===== src/rtl/rs_age_select.sv =====
// rs_age_select: age-ordered reservation station for the Tomasulo core.
//
// Holds up to NUM_ENTRIES dispatched instructions. It captures missing operands
// from NUM_CDB common-data-bus ports, and the instruction being loaded can
// capture them in the same cycle. Each cycle the oldest instruction with both
// operands ready is offered to a single functional unit, and the issued fields
// reach the FU through registers.
//
// Ports:
//   clk, reset        clock, synchronous active-high reset
//   flush             drop every entry (branch mispredict)
//   load + fields     dispatch request: func, t1/t2 (source tags), dst (ROB tag),
//                     ready1/ready2, v1/v2, pc, imm
//   issue             the FU accepts an instruction this cycle
//   cdb_valid/tag/value  broadcast ports; port k sits at slice k of each bus
//   insn_ready        at least one valid entry has both operands ready
//   is_full           every entry is valid
//   free_count        number of invalid entries
//   start             registered one-cycle pulse: the *_out fields are valid
//   func_out, v1_out, v2_out, pc_out, imm_out, dst_tag  registered issued fields

`ifndef ROB_TAG_LEN
`define ROB_TAG_LEN 6
`endif
`ifndef XLEN
`define XLEN 32
`endif

module rs_age_select #(
  parameter int NUM_ENTRIES = 8,
  parameter int NUM_CDB     = 2,
  parameter int TAG_W       = `ROB_TAG_LEN,
  parameter int DATA_W      = `XLEN,
  parameter int FUNC_W      = 4,
  parameter int CNT_W       = $clog2(NUM_ENTRIES + 1)
) (
  input  logic                      clk,
  input  logic                      reset,
  input  logic                      flush,
  input  logic                      load,
  input  logic [FUNC_W-1:0]         func,
  input  logic [TAG_W-1:0]          t1,
  input  logic [TAG_W-1:0]          t2,
  input  logic [TAG_W-1:0]          dst,
  input  logic                      ready1,
  input  logic                      ready2,
  input  logic [DATA_W-1:0]         v1,
  input  logic [DATA_W-1:0]         v2,
  input  logic [DATA_W-1:0]         pc,
  input  logic [DATA_W-1:0]         imm,
  input  logic                      issue,
  input  logic [NUM_CDB-1:0]        cdb_valid,
  input  logic [NUM_CDB*TAG_W-1:0]  cdb_tag,
  input  logic [NUM_CDB*DATA_W-1:0] cdb_value,
  output logic                      insn_ready,
  output logic                      is_full,
  output logic [CNT_W-1:0]          free_count,
  output logic                      start,
  output logic [FUNC_W-1:0]         func_out,
  output logic [DATA_W-1:0]         v1_out,
  output logic [DATA_W-1:0]         v2_out,
  output logic [DATA_W-1:0]         pc_out,
  output logic [DATA_W-1:0]         imm_out,
  output logic [TAG_W-1:0]          dst_tag
);

  localparam int IDX_W = $clog2(NUM_ENTRIES);

  // Entry state
  logic [NUM_ENTRIES-1:0] valid_q, valid_d;
  logic [NUM_ENTRIES-1:0] rdy1_q, rdy1_d;
  logic [NUM_ENTRIES-1:0] rdy2_q, rdy2_d;
  logic [FUNC_W-1:0]      func_q [NUM_ENTRIES];
  logic [FUNC_W-1:0]      func_d [NUM_ENTRIES];
  logic [TAG_W-1:0]       t1_q   [NUM_ENTRIES];
  logic [TAG_W-1:0]       t1_d   [NUM_ENTRIES];
  logic [TAG_W-1:0]       t2_q   [NUM_ENTRIES];
  logic [TAG_W-1:0]       t2_d   [NUM_ENTRIES];
  logic [TAG_W-1:0]       dst_q  [NUM_ENTRIES];
  logic [TAG_W-1:0]       dst_d  [NUM_ENTRIES];
  logic [DATA_W-1:0]      v1_q   [NUM_ENTRIES];
  logic [DATA_W-1:0]      v1_d   [NUM_ENTRIES];
  logic [DATA_W-1:0]      v2_q   [NUM_ENTRIES];
  logic [DATA_W-1:0]      v2_d   [NUM_ENTRIES];
  logic [DATA_W-1:0]      pc_q   [NUM_ENTRIES];
  logic [DATA_W-1:0]      pc_d   [NUM_ENTRIES];
  logic [DATA_W-1:0]      imm_q  [NUM_ENTRIES];
  logic [DATA_W-1:0]      imm_d  [NUM_ENTRIES];
  logic [IDX_W-1:0]       rank_q [NUM_ENTRIES];
  logic [IDX_W-1:0]       rank_d [NUM_ENTRIES];

  // Issue output registers
  logic              start_q;
  logic [FUNC_W-1:0] func_out_q;
  logic [DATA_W-1:0] v1_out_q, v2_out_q, pc_out_q, imm_out_q;
  logic [TAG_W-1:0]  dst_tag_q;

  // Combinational helpers
  logic [CNT_W-1:0]       valid_cnt;
  logic [NUM_ENTRIES-1:0] ready_vec;
  logic                   sel_found;
  logic [IDX_W-1:0]       sel_idx;
  logic [IDX_W-1:0]       sel_rank;
  logic [IDX_W-1:0]       free_idx;
  logic                   issue_fire;
  logic                   load_fire;
  logic [IDX_W-1:0]       load_rank;
  logic [DATA_W:0]        wake1 [NUM_ENTRIES];
  logic [DATA_W:0]        wake2 [NUM_ENTRIES];
  logic [DATA_W:0]        ld_wake1, ld_wake2;

  // Returns {hit, value} for a tag against all CDB ports. The loop runs from
  // the highest port down, so the lowest matching port is the one that sticks.
  function automatic logic [DATA_W:0] cdb_lookup(
    input logic [TAG_W-1:0]          tag,
    input logic [NUM_CDB-1:0]        vld,
    input logic [NUM_CDB*TAG_W-1:0]  tags,
    input logic [NUM_CDB*DATA_W-1:0] vals
  );
    logic [DATA_W:0] res;
    res = '0;
    for (int k = NUM_CDB - 1; k >= 0; k--) begin
      if (vld[k] && (tags[k*TAG_W +: TAG_W] == tag)) begin
        res = {1'b1, vals[k*DATA_W +: DATA_W]};
      end
    end
    return res;
  endfunction

  // Occupancy, oldest-ready selection and lowest free slot.
  always_comb begin
    valid_cnt = '0;
    ready_vec = valid_q & rdy1_q & rdy2_q;
    sel_found = 1'b0;
    sel_idx   = '0;
    sel_rank  = '0;
    free_idx  = '0;
    for (int i = 0; i < NUM_ENTRIES; i++) begin
      valid_cnt = valid_cnt + {{(CNT_W-1){1'b0}}, valid_q[i]};
      if (ready_vec[i] && (!sel_found || (rank_q[i] < sel_rank))) begin
        sel_found = 1'b1;
        sel_idx   = IDX_W'(i);
        sel_rank  = rank_q[i];
      end
    end
    for (int i = NUM_ENTRIES - 1; i >= 0; i--) begin
      if (!valid_q[i]) begin
        free_idx = IDX_W'(i);
      end
    end
  end

  assign insn_ready = |ready_vec;
  assign is_full    = &valid_q;
  assign free_count = CNT_W'(NUM_ENTRIES) - valid_cnt;

  // Flush overrides both issue and load at the same edge.
  assign issue_fire = issue && insn_ready && !flush;
  assign load_fire  = load && !is_full && !flush;
  // The new insn is youngest; if an issue removes one entry, the ranks close up.
  assign load_rank  = IDX_W'(valid_cnt - {{(CNT_W-1){1'b0}}, issue_fire});

  // CDB matches for the stored entries and for the incoming dispatch.
  always_comb begin
    for (int i = 0; i < NUM_ENTRIES; i++) begin
      wake1[i] = cdb_lookup(t1_q[i], cdb_valid, cdb_tag, cdb_value);
      wake2[i] = cdb_lookup(t2_q[i], cdb_valid, cdb_tag, cdb_value);
    end
    ld_wake1 = cdb_lookup(t1, cdb_valid, cdb_tag, cdb_value);
    ld_wake2 = cdb_lookup(t2, cdb_valid, cdb_tag, cdb_value);
  end

  // Entry next state: wakeup, then issue removal, then load, with flush last.
  always_comb begin
    valid_d = valid_q;
    rdy1_d  = rdy1_q;
    rdy2_d  = rdy2_q;
    func_d  = func_q;
    t1_d    = t1_q;
    t2_d    = t2_q;
    dst_d   = dst_q;
    v1_d    = v1_q;
    v2_d    = v2_q;
    pc_d    = pc_q;
    imm_d   = imm_q;
    rank_d  = rank_q;

    for (int i = 0; i < NUM_ENTRIES; i++) begin
      if (valid_q[i] && !rdy1_q[i] && wake1[i][DATA_W]) begin
        rdy1_d[i] = 1'b1;
        v1_d[i]   = wake1[i][DATA_W-1:0];
      end
      if (valid_q[i] && !rdy2_q[i] && wake2[i][DATA_W]) begin
        rdy2_d[i] = 1'b1;
        v2_d[i]   = wake2[i][DATA_W-1:0];
      end
    end

    if (issue_fire) begin
      valid_d[sel_idx] = 1'b0;
      for (int i = 0; i < NUM_ENTRIES; i++) begin
        if (valid_q[i] && (rank_q[i] > sel_rank)) begin
          rank_d[i] = rank_q[i] - {{(IDX_W-1){1'b0}}, 1'b1};
        end
      end
    end

    // load_fire implies not full, so free_idx is never the slot being issued.
    if (load_fire) begin
      valid_d[free_idx] = 1'b1;
      func_d[free_idx]  = func;
      t1_d[free_idx]    = t1;
      t2_d[free_idx]    = t2;
      dst_d[free_idx]   = dst;
      pc_d[free_idx]    = pc;
      imm_d[free_idx]   = imm;
      rank_d[free_idx]  = load_rank;
      rdy1_d[free_idx]  = ready1 | ld_wake1[DATA_W];
      v1_d[free_idx]    = ready1 ? v1 : ld_wake1[DATA_W-1:0];
      rdy2_d[free_idx]  = ready2 | ld_wake2[DATA_W];
      v2_d[free_idx]    = ready2 ? v2 : ld_wake2[DATA_W-1:0];
    end

    if (flush) begin
      valid_d = '0;
    end
  end

  // Entry state registers.
  always_ff @(posedge clk) begin
    if (reset) begin
      valid_q <= '0;
      rdy1_q  <= '0;
      rdy2_q  <= '0;
      for (int i = 0; i < NUM_ENTRIES; i++) begin
        func_q[i] <= '0;
        t1_q[i]   <= '0;
        t2_q[i]   <= '0;
        dst_q[i]  <= '0;
        v1_q[i]   <= '0;
        v2_q[i]   <= '0;
        pc_q[i]   <= '0;
        imm_q[i]  <= '0;
        rank_q[i] <= '0;
      end
    end else begin
      valid_q <= valid_d;
      rdy1_q  <= rdy1_d;
      rdy2_q  <= rdy2_d;
      func_q  <= func_d;
      t1_q    <= t1_d;
      t2_q    <= t2_d;
      dst_q   <= dst_d;
      v1_q    <= v1_d;
      v2_q    <= v2_d;
      pc_q    <= pc_d;
      imm_q   <= imm_d;
      rank_q  <= rank_d;
    end
  end

  // Issue output registers: latch the selected entry, otherwise hold.
  always_ff @(posedge clk) begin
    if (reset) begin
      start_q    <= 1'b0;
      func_out_q <= '0;
      v1_out_q   <= '0;
      v2_out_q   <= '0;
      pc_out_q   <= '0;
      imm_out_q  <= '0;
      dst_tag_q  <= '0;
    end else begin
      start_q <= issue_fire;
      if (issue_fire) begin
        func_out_q <= func_q[sel_idx];
        v1_out_q   <= v1_q[sel_idx];
        v2_out_q   <= v2_q[sel_idx];
        pc_out_q   <= pc_q[sel_idx];
        imm_out_q  <= imm_q[sel_idx];
        dst_tag_q  <= dst_q[sel_idx];
      end
    end
  end

  assign start    = start_q;
  assign func_out = func_out_q;
  assign v1_out   = v1_out_q;
  assign v2_out   = v2_out_q;
  assign pc_out   = pc_out_q;
  assign imm_out  = imm_out_q;
  assign dst_tag  = dst_tag_q;

endmodule


===== config.mk =====
export PLATFORM = sky130hd
export DESIGN_NAME = rs_age_select
export DESIGN_NICKNAME = d
export VERILOG_FILES = /design/src/rtl/rs_age_select.sv
export SDC_FILE = /design/constraint.sdc
export NUM_CORES = 2
export LEC_CHECK = 0
export CORE_MARGIN = 2
export CORE_UTILIZATION = 45
export DETAILED_ROUTE_END_ITERATION = 8
export PLACE_DENSITY = 0.63
export REMOVE_ABC_BUFFERS = 1
export SYNTH_ARGS = -nofsm -noshare
export SYNTH_HDL_FRONTEND = slang
export SYNTH_SLANG_ARGS = --single-unit

===== constraint.sdc =====
create_clock -name clk -period 16.95 [get_ports clk]
set_input_delay 2.5425 -clock clk [delete_from_list [all_inputs] [get_ports clk]]
set_output_delay 2.5425 -clock clk [all_outputs]
set_load 0.01 [all_outputs]

==> metrics.md <==
| Metric | Value |
|---|---|
| Status | `complete, no violations` |
| Die Width | `slightly above 400 µm` |
| Most common cell in the netlist | `nand2_1` |
| Routed WL per cell | `26.4 µm` |
| Minimum clock period | `~15 ns` |
| Synthesized area | `approximately 72000 µm²` |
| Post-synth top area cell | `dfxtp_1` |
| Maximum number of pins on one net before global-route repair | `159` |
| Postcts setup bufs | `0` |
| #FFs+latches synth | `1387` |
| Hold crit path type | `reg2reg` |
| CP most frequent cell | `ha_1` |
| Clock Sinks | `1387` |
| Crit-path max cell delay | `roughly 0.80 ns` |
| Tot Pwr | `7.18 mW` |
| Reg clk slew, reported paths | `approximately 0.06 ns` |
| MaxCap Viol Count | `0` |
| RSZ-0062 raised after global routing | `no` |
| Fmax | `67.3 MHz` |
| WP data required | `17.70 ns` |
| DP HPWL | `between 150000 and 200000 µm` |
| Hold buffer count at CTS | `0` |
| Hold Violations, Final | `0` |
| DRC | `0` |
| Final Slew Violations | `0` |
| Via density per instance | `6.39` |
| Setup Crit Path Kind | `reg2reg` |
| Synth top cells by count | `2783 x nand2_1, 1395 x a21oi_1, 1387 x dfxtp_1` |
| Proportion of layout cells with a drive suffix above 1 | `between 8 and 9%` |
| Number of I/O pins | `380` |
| CP Launch Type | `flip-flop` |
| Syn Inst Count | `about 9.5k` |
| Skew final | `0.0524 ns` |
| Core area | `~160000 µm²` |
| GR Overflow Total | `0` |
| Critical-path top delay cell | `and2_4` |
| Gpl congestion | `0.865` |
| Crit end category | `flip-flop` |
| Final wirelength | `300000 µm` |
| Input/output buffers | `between 300 and 400` |
| Mean Syn Cell Area | `about 7.6 µm²` |
| Antenna Violating Nets Remaining | `0` |
| Final setup viols | `0` |
| DIE AREA | `~160000 µm²` |
| Ys flop type | `dfxtp_1` |
| Fillers | `approximately 15k` |
| CP Max Fanout | `43` |
| YS warnings | `0` |
| H-tree Lvls | `4` |
| Pwr dens | `between 80 and 90 nW/µm²` |
| Sequential area share after synthesis | `roughly two fifths` |
| Setup_tns | `0 ns` |
| Async set-reset flop share out of synthesis | `0%` |
| Area Overhead vs Synth | `12.4%` |
| Vias in the first global route | `about 68k` |
| Clock Path Buffers | `3` |
| Tcrit/Tclk final | `between 80 and 90%` |
| First-pass GRT wire length | `approximately 440000 µm` |
| Final Cell Area | `approximately 81000 µm²` |
| Maximum vdd drop | `approximately 0.00012 V` |
| Post-CTS Resized | `0` |
| Later-pin clock latency in the skew report | `just over 0.8 ns` |
| Synth top area cells | `dfxtp_1 38%, nand2_1 14%, a21oi_1 9.7%` |
| Distinct cell type count after synthesis | `77` |
| Worst-margin pin slew | `approximately 1.3 ns` |
| Number of synthesized flops with an enable pin | `0` |
| Number of buffers created by CTS | `around 150` |
| Post-synth top area share | `38.5%` |
| Root Driver | `clkbuf_16` |
| Initial antenna violation count | `18` |
| Lkg Pwr | `approximately 25 nW` |
| Relative slew margins | `around 14%` |
| Vias | `between 70k and 80k` |
| Final #Nets | `between 9k and 10k` |
| Rows | `around 150` |
| Worst Path Arrival | `between 15 and 20 ns` |
| Initial core utilization | `~45%` |
| Die height | `405 µm` |
| Drt pass-1 iters | `6` |
| GRT Util Overall | `35.0%` |
| Initial DRC Count | `9266` |
| Placed instance area | `76000 µm²` |
| CTS tree | `done` |
==> cells in the final DEF (no fill, tap or decap), types with 8 or more instances in the layout <==
cell	instances
nand2_1	2776
a21oi_1	1395
dfxtp_1	1387
o211ai_1	618
mux2i_1	433
clkdlybuf4s50_1	376
mux2_2	265
a22oi_1	254
o21ai_0	187
nand3_1	157
clkbuf_16	154
a31oi_1	141
buf_4	137
xnor2_1	127
xor2_1	110
nor2_1	90
o21ai_1	67
inv_1	43
ha_1	43
nand4_1	40
nor3_1	36
clkbuf_1	35
clkbuf_8	33
a221oi_1	27
and3_1	25
clkinv_2	23
nor2_4	21
a211oi_1	20
nor4_1	19
nor4_2	18
nor3b_1	13
buf_12	12
o22ai_1	11
o31ai_1	11
diode_2	9
bufinv_16	9
and2_1	8
==> flip-flops by register name, summed over array words and instances, names as in the netlist, 48 cells and up <==
signal  flops
pc_q      256
t1_q       48
dst_q      48
v1_q      256
t2_q       48
v2_q      256
imm_q     256
==> power by group <==
group / switching [mW] / internal, mW / total (mW)
clock network: 1.50 / 1.98 / 3.47
logic: 0.292 / 0.130 / 0.422
registers: 0.0108 / 3.28 / 3.29
==> layout make-up <==
| class | instances | area, µm² | share of cell area, % |
|---|---|---|---|
| Multi-Input combinational cell | 7052 | 40400 | 49.8 |
| Inverter | 45 | 181 | 0.224 |
| Tap cell | 2072 | 2590 | 3.19 |
| Clock inverter | 52 | 713 | 0.879 |
| Antenna cell | 9 | 22.5 | 0.0277 |
| Sequential cell | 1387 | 27800 | 34.2 |
| Timing Repair Buffer | 526 | 5050 | 6.22 |
| Clock buffer | 222 | 4440 | 5.47 |
==> stage by stage <==
step	cells	setup WS (ns)	hold slack, ns	utilization, %
after CTS	11400	2.36	0.451	51.1
after global routing	11400	1.19	0.466	51.1
final	11400	2.09	0.451	51.1
after floorplan	8484	-2.85	0.426	-
after detailed placement	11100	2.42	0.443	47.8
after global placement	11100	2.46	0.438	47.8
==> per-layer routing <==
layer,global-route usage [%],up-vias,wire length (µm)
li1,-,32300,-
met1,45.1,34800,117000
met2,55.6,4516,135000
met3,7.45,984,33000
met4,16.8,16,14900
met5,0,-,102
==> final timing paths <==
path          endpoint  slack [ns]  cells after the start        from
max          rank_q[7]        2.09                     56  valid_q[0]
max reg2reg  rank_q[7]        2.09                     56  valid_q[0]
min          pc_q[228]        0.45                      2   pc_q[228]
min reg2reg  pc_q[228]        0.45                      2   pc_q[228]
==> critical path, delay by kind of cell, from the launching register on <==
kind            cells  cell delay, ns
flops               1            0.59
fa+ha+maj           8            2.01
compound gates     26            6.54
mux                 3            1.12
simple gates       15            3.39
buf+inv             4            1.06
==> kinds of logic (layout without fill, tap and decap cells) <==
logic type / count (synthesis) / count (layout) / synth area share, %
AOI/OAI and AO/OA: 2807 / 2807 / 23.4
xor gates and xnor gates: 237 / 237 / 2.88
and+or+nand+nor: 3261 / 3261 / 18.0
adders and majority gates: 48 / 48 / 0.870
other: 0 / 9 / 0
muxes: 699 / 699 / 10.2
buffers and inverters: 1095 / 845 / 6.21
DFF: 1387 / 1387 / 38.5
Note: power is estimated with default switching activity, not from simulation.
